$ cat config.mk
export PLATFORM = sky130hd
export DESIGN_NAME = sprites
export DESIGN_NICKNAME = d
export VERILOG_FILES = /design/src/rtl/sprites.sv
export SDC_FILE = /design/constraint.sdc
export NUM_CORES = 1
export LEC_CHECK = 0
export ABC_CLOCK_PERIOD_IN_PS = 3200
export BUFFER_PORTS_ARGS = -buffer_cell sky130_fd_sc_hd__buf_2
export CELL_PAD_IN_SITES_DETAIL_PLACEMENT = 0
export CELL_PAD_IN_SITES_GLOBAL_PLACEMENT = 1
export CORE_MARGIN = 5
export CORE_UTILIZATION = 40
export CTS_CLUSTER_SIZE = 12
export DETAILED_ROUTE_END_ITERATION = 8
export GPL_TIMING_DRIVEN = 0
export PLACE_DENSITY_LB_ADDON = 0.1
export SLEW_MARGIN = 20
export SYNTH_ARGS = -nofsm -noshare
export SYNTH_HDL_FRONTEND = slang
export SYNTH_SLANG_ARGS = --single-unit
export TNS_END_PERCENT = 50
$ cat constraint.sdc
create_clock -name i_Clk -period 3.2 [get_ports i_Clk]
set_input_delay 0.32 -clock i_Clk [delete_from_list [all_inputs] [get_ports i_Clk]]
set_output_delay 0.32 -clock i_Clk [all_outputs]
set_load 0.03 [all_outputs]
$ cat src/rtl/sprites.sv
// -----------------------------------------------------------------------------
// sprites -- VGA sprite demo for the Go board.
//
// Generates 640x480@60 raster timing from a 25 MHz pixel clock, draws a
// 256x256 tiled playfield of 2-bit pixels (window at column 16, row 0), overlays
// one 16x16 switch-driven sprite, maps pixels through a fixed 4-entry palette to
// 3-bit RGB and shows the sprite X position in hex on the two 7-seg digits.
//
// Ports
//   i_Clk, i_Reset              25 MHz pixel clock, synchronous active-high reset
//   i_Switch_1..4               up / down / left / right requests (asynchronous)
//   o_VGA_HSync, o_VGA_VSync    active-low syncs (registered)
//   o_VGA_{Red,Grn,Blu}_0..2    3-bit colour channels, _2 = MSB (registered)
//   o_Segment1_A..G             active-low digit showing sprite X[7:4]
//   o_Segment2_A..G             active-low digit showing sprite X[3:0]
//   o_LED_1..4                  synchronized switch levels
//   tb_row, tb_column           live raster counters
//   tb_pixel                    2-bit pixel at (tb_row, tb_column), combinational
// -----------------------------------------------------------------------------
module sprites (
  input  logic       i_Clk,
  input  logic       i_Reset,
  input  logic       i_Switch_1,
  input  logic       i_Switch_2,
  input  logic       i_Switch_3,
  input  logic       i_Switch_4,
  output logic       o_VGA_HSync,
  output logic       o_VGA_VSync,
  output logic       o_VGA_Red_0,
  output logic       o_VGA_Red_1,
  output logic       o_VGA_Red_2,
  output logic       o_VGA_Grn_0,
  output logic       o_VGA_Grn_1,
  output logic       o_VGA_Grn_2,
  output logic       o_VGA_Blu_0,
  output logic       o_VGA_Blu_1,
  output logic       o_VGA_Blu_2,
  output logic       o_Segment1_A,
  output logic       o_Segment1_B,
  output logic       o_Segment1_C,
  output logic       o_Segment1_D,
  output logic       o_Segment1_E,
  output logic       o_Segment1_F,
  output logic       o_Segment1_G,
  output logic       o_Segment2_A,
  output logic       o_Segment2_B,
  output logic       o_Segment2_C,
  output logic       o_Segment2_D,
  output logic       o_Segment2_E,
  output logic       o_Segment2_F,
  output logic       o_Segment2_G,
  output logic       o_LED_1,
  output logic       o_LED_2,
  output logic       o_LED_3,
  output logic       o_LED_4,
  output logic [9:0] tb_row,
  output logic [9:0] tb_column,
  output logic [1:0] tb_pixel
);

  localparam logic [9:0] H_LAST   = 10'd799;
  localparam logic [9:0] V_LAST   = 10'd524;
  localparam logic [9:0] H_VIS    = 10'd640;
  localparam logic [9:0] V_VIS    = 10'd480;
  localparam logic [9:0] HS_START = 10'd656;
  localparam logic [9:0] HS_END   = 10'd751;
  localparam logic [9:0] VS_START = 10'd490;
  localparam logic [9:0] VS_END   = 10'd491;
  localparam logic [9:0] WIN_X0   = 10'd16;
  localparam logic [9:0] WIN_X1   = 10'd272;
  localparam logic [9:0] WIN_Y1   = 10'd256;
  localparam logic [7:0] POS_INIT = 8'd120;
  localparam logic [7:0] POS_MAX  = 8'd240;
  localparam logic [7:0] SPR_SIZE = 8'd16;

  // One 16x16 tile of pattern k at local (x, y).
  function automatic logic [1:0] tile_pixel(input logic [1:0] k,
                                            input logic [3:0] x,
                                            input logic [3:0] y);
    logic [1:0] p;
    p = 2'd0;
    case (k)
      2'd0: p = 2'd0;
      2'd1: if (x == 4'd0 || x == 4'd15 || y == 4'd0 || y == 4'd15) p = 2'd1;
      2'd2: if (x[2] ^ y[2]) p = 2'd2;
      default: if (x == y || x == (4'd15 - y)) p = 2'd3;
    endcase
    return p;
  endfunction

  // Palette, packed {R[2:0], G[2:0], B[2:0]}.
  function automatic logic [8:0] palette(input logic [1:0] p);
    logic [8:0] c;
    case (p)
      2'd0:    c = 9'b000_000_000;
      2'd1:    c = 9'b111_111_111;
      2'd2:    c = 9'b000_000_111;
      default: c = 9'b111_111_000;
    endcase
    return c;
  endfunction

  // Hex glyph, active-low, packed {A,B,C,D,E,F,G}.
  function automatic logic [6:0] hex7(input logic [3:0] n);
    logic [6:0] s;
    case (n)
      4'h0: s = 7'b0000001;
      4'h1: s = 7'b1001111;
      4'h2: s = 7'b0010010;
      4'h3: s = 7'b0000110;
      4'h4: s = 7'b1001100;
      4'h5: s = 7'b0100100;
      4'h6: s = 7'b0100000;
      4'h7: s = 7'b0001111;
      4'h8: s = 7'b0000000;
      4'h9: s = 7'b0000100;
      4'hA: s = 7'b0001000;
      4'hB: s = 7'b1100000;
      4'hC: s = 7'b0110001;
      4'hD: s = 7'b1000010;
      4'hE: s = 7'b0110000;
      default: s = 7'b0111000;
    endcase
    return s;
  endfunction

  logic [9:0] col_q, col_d;
  logic [9:0] row_q, row_d;
  logic [7:0] sx_q, sx_d;
  logic [7:0] sy_q, sy_d;
  logic [3:0] sw_meta_q, sw_meta_d;
  logic [3:0] sw_sync_q, sw_sync_d;
  logic       hsync_q, hsync_d;
  logic       vsync_q, vsync_d;
  logic [8:0] rgb_q, rgb_d;

  logic       frame_end;
  logic       in_win;
  logic       in_spr;
  logic       visible;
  logic [7:0] wx, wy;
  logic [7:0] spr_dx, spr_dy;
  logic [1:0] tile_k;
  logic [1:0] bg_px, spr_px, pixel;
  logic       mv_up, mv_dn, mv_lt, mv_rt;
  logic [6:0] seg1, seg2;

  always_comb begin
    // Raster counters
    col_d = col_q + 10'd1;
    row_d = row_q;
    if (col_q == H_LAST) begin
      col_d = 10'd0;
      row_d = (row_q == V_LAST) ? 10'd0 : row_q + 10'd1;
    end
    frame_end = (row_q == V_LAST) && (col_q == H_LAST);

    // Switch synchronizer: bit 0 = up, 1 = down, 2 = left, 3 = right
    sw_meta_d = {i_Switch_4, i_Switch_3, i_Switch_2, i_Switch_1};
    sw_sync_d = sw_meta_q;
    mv_up = sw_sync_q[0];
    mv_dn = sw_sync_q[1];
    mv_lt = sw_sync_q[2];
    mv_rt = sw_sync_q[3];

    // Sprite moves only at the very last pixel of a frame, so the whole next
    // frame is drawn at one consistent position. Opposing requests cancel.
    sx_d = sx_q;
    sy_d = sy_q;
    if (frame_end) begin
      if (mv_lt && !mv_rt && sx_q != 8'd0)         sx_d = sx_q - 8'd1;
      else if (mv_rt && !mv_lt && sx_q < POS_MAX)  sx_d = sx_q + 8'd1;
      if (mv_up && !mv_dn && sy_q != 8'd0)         sy_d = sy_q - 8'd1;
      else if (mv_dn && !mv_up && sy_q < POS_MAX)  sy_d = sy_q + 8'd1;
    end

    // Window coordinates; the low 8 bits of (col - 16) are exact inside the window
    in_win = (row_q < WIN_Y1) && (col_q >= WIN_X0) && (col_q < WIN_X1);
    wx     = col_q[7:0] - 8'd16;
    wy     = row_q[7:0];

    // Playfield: pattern index is (ty + tx) mod 4, i.e. only bits [5:4] matter
    tile_k = wy[5:4] + wx[5:4];
    bg_px  = tile_pixel(tile_k, wx[3:0], wy[3:0]);

    // Sprite box test; the subtraction is only meaningful when wx >= sx
    spr_dx = wx - sx_q;
    spr_dy = wy - sy_q;
    in_spr = (wx >= sx_q) && (spr_dx < SPR_SIZE) &&
             (wy >= sy_q) && (spr_dy < SPR_SIZE);
    spr_px = tile_pixel(2'd3, spr_dx[3:0], spr_dy[3:0]);

    pixel = 2'd0;
    if (in_win) pixel = (in_spr && spr_px != 2'd0) ? spr_px : bg_px;

    // Output stage inputs, registered below to line up syncs with colour
    visible = (col_q < H_VIS) && (row_q < V_VIS);
    rgb_d   = visible ? palette(pixel) : 9'd0;
    hsync_d = !((col_q >= HS_START) && (col_q <= HS_END));
    vsync_d = !((row_q >= VS_START) && (row_q <= VS_END));

    seg1 = hex7(sx_q[7:4]);
    seg2 = hex7(sx_q[3:0]);
  end

  always_ff @(posedge i_Clk) begin
    if (i_Reset) begin
      col_q     <= 10'd0;
      row_q     <= 10'd0;
      sx_q      <= POS_INIT;
      sy_q      <= POS_INIT;
      sw_meta_q <= 4'd0;
      sw_sync_q <= 4'd0;
      hsync_q   <= 1'b1;
      vsync_q   <= 1'b1;
      rgb_q     <= 9'd0;
    end else begin
      col_q     <= col_d;
      row_q     <= row_d;
      sx_q      <= sx_d;
      sy_q      <= sy_d;
      sw_meta_q <= sw_meta_d;
      sw_sync_q <= sw_sync_d;
      hsync_q   <= hsync_d;
      vsync_q   <= vsync_d;
      rgb_q     <= rgb_d;
    end
  end

  assign tb_row    = row_q;
  assign tb_column = col_q;
  assign tb_pixel  = pixel;

  assign o_VGA_HSync = hsync_q;
  assign o_VGA_VSync = vsync_q;
  assign {o_VGA_Red_2, o_VGA_Red_1, o_VGA_Red_0,
          o_VGA_Grn_2, o_VGA_Grn_1, o_VGA_Grn_0,
          o_VGA_Blu_2, o_VGA_Blu_1, o_VGA_Blu_0} = rgb_q;

  assign {o_Segment1_A, o_Segment1_B, o_Segment1_C, o_Segment1_D,
          o_Segment1_E, o_Segment1_F, o_Segment1_G} = seg1;
  assign {o_Segment2_A, o_Segment2_B, o_Segment2_C, o_Segment2_D,
          o_Segment2_E, o_Segment2_F, o_Segment2_G} = seg2;

  assign {o_LED_4, o_LED_3, o_LED_2, o_LED_1} = sw_sync_q;

endmodule

==> reports/metrics.yaml, run 1 <==
outcome:
  status: "complete, but fails checks"
  violations: "negative setup slack"
routing:
  vias: 3841
  drc: 0
  vias_per_cell: 5.14
  firstDrtPassIters: 4
  wire_per_inst_um: 15.1
  wirelength_mm: 11.3
  ant_nets: 0
  drt_iter0_markers: 153
die:
  die_area_um2: 13500
  initial_core_util: 0.413
  rows: 38
  core_um2: 10900
  io_pins: 57
  fp.dieH_um: 116
  chipWidth_um: 116
final_layout:
  antenna_cells: 0
  fill_cells: 1077
  layout-drive-gt1-share: 0.249
  multi_input_area_um2: 3140
  area_growth_pct: 25.3
  regArea_um2: 1260
  nNetsFinal: 661
  fin_util: 0.518
global_route:
  grt_pass1_vias: 3808
  grt_overflow: 0
  grt_pass1_wl_mm: 19.0
  antenna_found_initial: 0
  grtUsageTotal: 0.180
  grt_max_degree: 12
power_and_ir_drop:
  ir_drop_uv: 208
  switching_share: 0.233
  power_frac_clock: 0.512
  pwr-share-seq: 0.415
  finalPower_uw: 1890
  power_leakage_uw: 0.00263
  p_switching_uw: 441
  p_comb_frac: 0.073
  power_density_nw_per_um2: 335
  internal_power_uw: 1450
setup_path:
  worstPathRequired_ns: 2.88
  crit_family: "compound AO/OA/AOI/OAI gates"
  crit_chain: "clkinvlp_4, ha_4, inv_1, ha_4, nand3b_1, o22ai_2, a2111oi_4, o2111ai_1, nor4_1, nand4_1, buf_6, a21oi_4, buf_6"
  critPathMaxFanout: 4
  reg2reg_setup_slack_ns: 0.15
  critPathLaunchType: "flop"
  crit_path_end_kind: "output port"
  slowest_delay_ns: 0.38
  cp.arrival_ns: 2.92
  cp_num_buf_inv: 4
  slowest_stage: "dfxtp_4"
  critPathKind: "flop to output port"
clock_network:
  htreeDepth: 3
  cts_made_buffers: 9
  cts_max_path_buffers: 2
  clock_sinks: 62
  ctsHoldBuffers: 0
  path_clk_slew_ns: 0.05
  cts_tree: "built"
  cts-root-buf: "clkbuf_16"
  clk_latency_ns: 0.34
synth:
  synth_edf_count: 0
  synth_warnings: 0
  synth-seq-cells: 62
  async_flop_share: 0
  syn-num-nets: 579
  synth.distinct_cells: 69
  seq_area_frac_synth: 0.275
  syn_area_per_cell_um2: 8.69
  synthCells: 520
  synth.cell_area_um2: 4520
  ys.flop_type: "dfxtp_1"
placement:
  pre_cts_ws_ns: -0.478
  gp_congestion: 0.825
  dpl.hpwl_mm: 8.42
  io_buffers: 56
sta:
  holdWs_ns: 0.184
  setup_slack_ns: -0.0398
  timing.fmax_mhz: 309
  setup_viol: 2
  worst_pin_slew_ns: 0.744
  report.final.slew_viol_count: 0
  min_period_over_period: 1.01
  final_hold_viol_count: 0
  rsz0062_at_grt: "true"
  finalClockSkew_ns: 0.00739
  period_needed_ns: 3.24
  slew_headroom: 0.500
job:
  cap_violations: 0
worst_hold_path:
  hp-class: "input pin to flop"
[synth_stat cells, drive strengths merged (4+ instances only)]
cell type	number	area share
nand4	9	0.012
a211o	10	0.020
nand2	25	0.021
nor2	50	0.042
o211a	4	0.011
o22ai	8	0.011
xnor2	32	0.062
nand2b	5	0.0069
dfxtp	62	0.27
o21ai	15	0.017
nor3	8	0.0089
nand3b	4	0.0066
inv	48	0.040
buf	17	0.030
o21a	5	0.0083
a211oi	6	0.013
or3	4	0.0066
and3	6	0.0083
fa	4	0.018
nor2b	18	0.025
nor4	10	0.020
a21o	8	0.014
xor2	14	0.027
clkbuf	10	0.0083
ha	49	0.14
nand3	11	0.012
mux2i	20	0.044
a21oi	17	0.019
[cell families after synthesis]
kind of cell,share of synthesized area
AO/OA/AOI/OAI,0.159
XOR/XNOR,0.0941
adder cells (fa/ha/maj),0.153
buffers and inverters,0.0780
flip-flops,0.275
multiplexers,0.0476
AND/OR/NAND/NOR,0.194
[area by class of cell]
class / instances / share of cell area
Tap cell: 140 / 0.0309
Buffer: 22 / 0.0281
Sequential cell: 62 / 0.223
Timing Repair Buffer: 76 / 0.0795
Multi-Input combinational cell: 383 / 0.554
Clock buffer: 12 / 0.0435
Inverter: 48 / 0.0325
Clock inverter: 4 / 0.00839
[power by group through the flow]
| stage | sequential (uW) | combinational, uW | clock, uW |
|---|---|---|---|
| 5_1_grt | 787 | 154 | 1040 |
| 2_1_floorplan | 812 | 92.9 | 0 |
| 4_1_cts | 787 | 138 | 1000 |
| 3_3_place_gp | 805 | 134 | 0 |
| 6_report | 786 | 138 | 970 |
| 3_5_place_dp | 805 | 136 | 0 |
[flip-flops by register name (all words and copies together), names as in the netlist]
name	flops
o_VGA_HSync	1
sx_q	8
o_VGA_VSync	1
seg2	7
sw_meta_q	4
sy_q	8
tb_column	10
seg1	7
tb_row	10
rgb_q	2
sw_sync_q	4
[through the flow]
stage / TNS, ns / std cells / instance area (um2)
6_report: -0.0794 / 747 / 5660
5_1_grt: -0.455 / 747 / 5660
4_1_cts: -0.256 / 742 / 5520
3_5_place_dp: -3.27 / 716 / 5010
3_3_place_gp: -2.53 / 716 / 5010
2_1_floorplan: 0 / 520 / 4560
[metal layers]
layer	routed length [um]	global-route usage	vias to the layer above
met1	5240	0.231	1795
li1	-	-	1971
met5	0	0	-
met3	440	0.0404	15
met2	5420	0.298	60
met4	196	0.0603	0
[placed cells by master (no fill, tap or decap), types with 8 or more instances in the layout]
| master | count |
|---|---|
| dfxtp_1 | 54 |
| xnor2_1 | 32 |
| buf_4 | 25 |
| mux2i_1 | 19 |
| buf_2 | 57 |
| clkbuf_1 | 8 |
| a21oi_1 | 13 |
| nor2b_1 | 17 |
| o21ai_0 | 13 |
| buf_6 | 8 |
| clkbuf_16 | 9 |
| nand2_1 | 25 |
| ha_1 | 44 |
| inv_1 | 46 |
| xor2_1 | 13 |
| nand3_1 | 11 |
| nand4_1 | 9 |
| nor2_1 | 49 |
[final timing paths]
path                                              start                 endpoint  depth (start not counted)
worst min register to register  sw_meta_q[1]$_SDFF_PP0_  sw_sync_q[1]$_SDFF_PP0_                          1
worst max register to register     sx_q[3]$_SDFFE_PP1P_          seg1[6]$_DFF_P_                         11
worst min-delay path                         i_Switch_2  sw_meta_q[1]$_SDFF_PP0_                          2
worst max-delay path            tb_column[4]$_SDFF_PP0_              tb_pixel[1]                         13
[what timing repair did]
item,in CTS,in global routing
endpoints found under the setup margin,17,16
gates cloned,0,0
gates resized for setup,33,16
buffers inserted,13,7
pin swaps,14,14
(Power assumes the default switching activity.)
==> run 2: changes to the inputs <==
Settings changed: BUFFER_PORTS_ARGS -buffer_cell sky130_fd_sc_hd__buf_2 to not set, CORE_UTILIZATION 40 to 44, DONT_BUFFER_PORTS set to 1.
==> reports/metrics.yaml, run 2 (synthesized netlist as in run 1, its figures left out) <==
outcome:
  status: "complete, but fails checks"
  violations: "negative setup slack"
sta:
  setup_slack_ns: -0.189  # -0.149 ns
  slew_headroom: 0.525  # +0.0242
  fin_setup_tns_ns: -0.375  # -0.295 ns
  finalClockSkew_ns: 0.00377  # -0.00363 ns
  setup_viol: 2  # unchanged
  period_needed_ns: 3.39  # +0.149 ns
  timing.fmax_mhz: 295  # -4.4%
  worst_pin_slew_ns: 0.708  # -0.0360 ns
  final_hold_viol_count: 0  # unchanged
  report.final.slew_viol_count: 0  # unchanged
  min_period_over_period: 1.06  # +0.0467
  rsz0062_at_grt: "true"
clock_network:
  cts_made_buffers: 9  # unchanged
  cts-root-buf: "clkbuf_8"
  path_clk_slew_ns: 0.07  # +0.02 ns
  clock_sinks: 62  # unchanged
  cts_max_path_buffers: 2  # unchanged
  clk_latency_ns: 0.36  # +0.02 ns
  cts_tree: "built"
  htreeDepth: 3  # unchanged
final_layout:
  postLayoutCellArea_um2: 5260  # -7.1%
  area_growth_pct: 16.4
  antenna_cells: 0  # unchanged
  fin_util: 0.517  # -0.00126
  final_cell_mix: "dfxtp_1 (50), nor2_1 (49), ha_1 (46), inv_1 (44), xnor2_1 (32)"
  nNetsFinal: 603  # -8.8%
  layout_commonest_cell: "dfxtp_1"
  layout-drive-gt1-share: 0.182  # -0.0666
placement:
  gp_congestion: 0.854  # +3.6%
  pre_cts_ws_ns: -0.540  # -0.0627 ns
  io_buffers: 0  # -100%
  post_dp_cell_area_um2: 4730  # -5.7%
  dpl.hpwl_mm: 8.06  # -4.2%
die:
  die_area_um2: 12400  # -8.3%
  initial_core_util: 0.444  # +0.0305
  chipWidth_um: 111  # -4.3%
  rows: 37  # -2.6%
  io_pins: 57  # unchanged
  core_um2: 10200  # -6.9%
  fp.dieH_um: 111  # -4.3%
power_and_ir_drop:
  power_density_nw_per_um2: 306  # -8.4%
  ir_drop_uv: 162  # -22%
  power_leakage_uw: 0.00230  # -12%
setup_path:
  critPathLaunchType: "flop"
  worstPathRequired_ns: 2.88  # about the same
  critPathKind: "flop to output port"
  critPathMaxFanout: 4  # unchanged
  reg2reg_from: "sw_sync_q[3]$_SDFF_PP0_"
  cp.arrival_ns: 3.07  # +0.15 ns
  rr_endpoint: "seg1[6]$_DFF_P_"
  reg2reg_setup_slack_ns: 0.08  # -0.07 ns
  crit_path_end_kind: "output port"
  ff2ff_path_depth: 12  # +1
routing:
  ant_nets: 0  # unchanged
  wire_per_inst_um: 15.8  # +4.5%
  drt_iter0_markers: 149  # -2.6%
  wirelength_mm: 10.8  # -4.2%
  vias_per_cell: 5.28  # +2.7%
  firstDrtPassIters: 4  # unchanged
  drc: 0  # unchanged
  vias: 3619  # -5.8%
global_route:
  grt_overflow: 0  # unchanged
  grt_pass1_wl_mm: 18.1  # -4.8%
  grt_max_degree: 12  # unchanged
  grtUsageTotal: 0.182  # +0.00196
  grt_pass1_vias: 3630  # -4.7%
  antenna_found_initial: 0  # unchanged
job:
  cap_violations: 0  # unchanged
worst_hold_path:
  hp-class: "input pin to flop"
  whs_path_depth: 1  # -1
  holdPathEnd: "sw_meta_q[0]$_SDFF_PP0_"
  hold_start: "i_Switch_1"
[run 2: changes by cell type in the layout (fill, tap and decap cells not counted), moves of 4 or more]
cell       delta
buf_2        -54
buf_4         -4
clkbuf_16     -9
clkbuf_8      +9
dfxtp_1       -4
dfxtp_2       +4
[run 2: per-stage QoR]
stage / instances / total power, uW / hold WS (ns)
2_1_floorplan: 520 / 905 / 0.414
3_3_place_gp: 656 / 930 / 0.420
3_5_place_dp: 656 / 932 / 0.423
4_1_cts: 685 / 1640 / 0.0547
5_1_grt: 685 / 1700 / 0.0625
6_report: 685 / 1610 / 0.0832
[run 2: critical path, stage by stage, from the launching register on]
cell and delay (ns):
dfxtp_4 0.38, buf_6 0.13, nor3_4 0.11, xor2_1 0.10
ha_1 0.35, buf_6 0.12, buf_4 0.10, o22ai_2 0.08
a2111oi_4 0.35, o2111ai_2 0.16, nor4_1 0.28, nand4_1 0.14
buf_6 0.16, a21oi_4 0.24
[run 2: worst max-delay path by stage]
stage / startpoint / endpoint / cells after the start / slack (ns)
global placement: tb_column[1]$_SDFF_PP0_ / seg1[6]$_DFF_P_ / 9 / -0.51
CTS: tb_column[6]$_SDFF_PP0_ / tb_pixel[1] / 12 / -0.27
floorplan: tb_column[5]$_SDFF_PP0_ / tb_pixel[0] / 12 / 0.03
detailed placement: tb_column[1]$_SDFF_PP0_ / seg1[6]$_DFF_P_ / 9 / -0.54
global route: tb_column[0]$_SDFF_PP0_ / tb_pixel[1] / 11 / -0.40
finish: tb_column[6]$_SDFF_PP0_ / tb_pixel[1] / 13 / -0.19
[run 2: routing by layer]
layer	up-vias	share of wire	track usage
met5	-	0	0
met4	0	0.021	0.0770
met3	17	0.048	0.0500
met2	56	0.48	0.295
met1	1690	0.45	0.227
li1	1856	-	-
[run 2: repair_timing]
action,in CTS,in global routing
hold buffers,0,0
cloned,0,0
pin swaps,14,11
setup buffers,15,2
setup endpoints to repair,19,17
resized for setup,35,19
[run 2: where the power goes]
part	leakage, uW	switching, uW	internal, uW
Clock	0.0000964	316	378
Sequential	0.000508	20.4	776
Combinational	0.00170	68.6	52.2
[run 2: layout make-up]
class / count / area (um2)
buffer: 23 / 170
clock inverter: 4 / 47.5
fill: 1015 / 4920
sequential: 62 / 1270
multi-input combinational: 383 / 3130
tap: 136 / 170
inverter: 48 / 183
timing repair buffer: 17 / 148
clock buffer: 12 / 145
==> run 3: changes to the inputs <==
==> constraint.sdc (replaced) <==
create_clock -name i_Clk -period 3.2 [get_ports i_Clk]
set_input_delay 0.32 -clock i_Clk [delete_from_list [all_inputs] [get_ports i_Clk]]
set_output_delay 0.32 -clock i_Clk [all_outputs]
set_load 0.01 [all_outputs]
==> reports/metrics.yaml, run 3 (synthesized netlist as in run 1, its figures left out) <==
outcome:
  status: "complete, but fails checks"
  violations: "negative setup slack"
die:
  fp.dieH_um: 111  # unchanged
  initial_core_util: 0.444  # unchanged
  die_area_um2: 12400  # unchanged
  core_um2: 10200  # unchanged
  rows: 37  # unchanged
  io_pins: 57  # unchanged
  chipWidth_um: 111  # unchanged
power_and_ir_drop:
  ir_drop_uv: 141  # -13%
  pwr-share-seq: 0.528  # +0.034
  p_comb_frac: 0.080  # +0.005
  finalPower_uw: 1500  # -7.2%
  power_frac_clock: 0.393  # -0.038
  power_leakage_uw: 0.00226  # -1.6%
  switching_share: 0.262  # +0.0103
  internal_power_uw: 1110  # -8.4%
  power_density_nw_per_um2: 290  # -5.4%
  p_switching_uw: 391  # -3.3%
routing:
  firstDrtPassIters: 5  # +1
  vias_per_cell: 5.27  # -0.19%
  drt_iter0_markers: 151  # +1.3%
  drc: 0  # unchanged
  ant_nets: 0  # unchanged
  wire_per_inst_um: 15.8  # about the same
  vias: 3612  # -0.19%
  wirelength_mm: 10.8  # about the same
clock_network:
  htreeDepth: 3  # unchanged
  cts_max_path_buffers: 2  # unchanged
  path_clk_slew_ns: 0.07  # about the same
  clock_sinks: 62  # unchanged
  cts_made_buffers: 9  # unchanged
  cts-root-buf: "clkbuf_8"
  cts_tree: "built"
  clk_latency_ns: 0.34  # -0.02 ns
setup_path:
  worstSetupEndpoint: "tb_pixel[0]"
  critPathKind: "flop to output port"
  ff2ff_path_depth: 12  # unchanged
  rr_endpoint: "seg2[6]$_DFF_P_"
  crit_start: "tb_column[6]$_SDFF_PP0_"
  cp.arrival_ns: 2.89  # -0.18 ns
  critPathMaxFanout: 3  # -1
  worstPathRequired_ns: 2.88  # about the same
  crit_path_end_kind: "output port"
  critPathLaunchType: "flop"
  reg2reg_from: "tb_row[1]$_SDFFE_PP0N_"
  reg2reg_setup_slack_ns: 0.13  # +0.05 ns
global_route:
  grtUsageTotal: 0.176  # -0.00571
  grt.busiest_layer: "met2"
  use_met2: 0.292  # -0.00322
  grt_pass1_vias: 3538  # -2.5%
  grt_max_degree: 12  # unchanged
  met3_usage: 0.0478  # -0.00217
  grt_pass1_wl_mm: 17.7  # -2.2%
  grt_overflow: 0  # unchanged
  antenna_found_initial: 0  # unchanged
  use_met1: 0.226  # -0.00137
sta:
  setup_slack_ns: -0.0139  # +0.175 ns
  slew_headroom: 0.476  # -0.0488
  rsz0062_at_grt: "true"
  min_period_over_period: 1.00  # -0.0548
  period_needed_ns: 3.21  # -0.175 ns
  setup_viol: 2  # unchanged
  report.final.slew_viol_count: 0  # unchanged
  final_hold_viol_count: 0  # unchanged
  timing.fmax_mhz: 311  # +5.5%
  finalClockSkew_ns: 0.00488  # +0.00111 ns
  holdWs_ns: 0.100  # +0.0172 ns
  worst_pin_slew_ns: 0.780  # +0.0726 ns
final_layout:
  layout_commonest_cell: "dfxtp_1"
  area_growth_pct: 14.2
  final_cell_mix: "dfxtp_1 (52), nor2_1 (49), inv_1 (46), ha_1 (46), xnor2_1 (32)"
  layout-drive-gt1-share: 0.166  # -0.0164
  antenna_cells: 0  # unchanged
  nNetsFinal: 603  # unchanged
job:
  cap_violations: 0  # unchanged
placement:
  gp_congestion: 0.845  # -1.0%
  dpl.hpwl_mm: 8.21  # +1.9%
  io_buffers: 0  # unchanged
worst_hold_path:
  hp-class: "input pin to flop"
  hold_start: "i_Switch_2"
==> run 3: per-stage QoR <==
step	instance area (um2)	setup TNS, ns	setup WS [ns]	instances	utilization
finish	5160	-0.0254	-0.0139	685	0.507
global placement	4700	-3.39	-0.464	656	0.461
floorplan	4530	0	0.0371	520	-
global route	5160	-0.680	-0.175	685	0.507
detailed placement	4700	-3.88	-0.497	656	0.461
CTS	5070	-0.0951	-0.0492	681	0.498
==> run 3: power by group through the flow <==
stage	Sequential (uW)	Clock, uW	Combinational [uW]
floorplan	805	0	90.6
global placement	810	0	111
detailed placement	810	0	113
CTS	791	621	117
global route	790	667	133
finish	789	588	119
==> run 3: cell type report <==
class	count	area, um2
Clock inverter	6	38.8
Clock buffer	10	128
Fill cell	985	5020
Multi-Input combinational cell	383	3090
Buffer	25	178
Sequential cell	62	1260
Timing Repair Buffer	15	116
Tap cell	136	170
Inverter	48	183
==> run 3: metal layers <==
metal / up-vias / share of wire / wire length, um
li1: 1856 / - / -
met1: 1703 / 0.47 / 5130
met2: 45 / 0.48 / 5160
met3: 8 / 0.040 / 437
met4: 0 / 0.0096 / 104
met5: - / 0 / 0
==> run 3: worst min-delay path by stage <==
stage / slack (ns) / cells past startpoint / end
detailed placement: 0.43 / 1 / sw_sync_q[0]$_SDFF_PP0_
floorplan: 0.41 / 1 / sw_sync_q[0]$_SDFF_PP0_
global route: 0.08 / 1 / sw_meta_q[0]$_SDFF_PP0_
finish: 0.10 / 1 / sw_meta_q[1]$_SDFF_PP0_
global placement: 0.42 / 1 / sw_sync_q[0]$_SDFF_PP0_
CTS: 0.08 / 1 / sw_meta_q[1]$_SDFF_PP0_
==> run 3: what timing repair did <==
| item | in CTS | in global routing |
|---|---|---|
| resized for setup | 34 | 12 |
| hold buffers | 0 | 0 |
| pin swaps | 14 | 11 |
| endpoints found under the setup margin | 19 | 15 |
| setup buffers | 11 | 4 |
==> run 3: worst max-delay path: stages, from the launching register on <==
cell,delay (ns)
dfxtp_2,0.35
buf_6,0.12
nor3_4,0.11
xor2_1,0.19
ha_1,0.28
nor2b_4,0.14
o21a_1,0.20
a2111oi_4,0.27
o2111ai_1,0.16
nor4_1,0.29
nand4_1,0.13
buf_6,0.16
a21oi_4,0.14
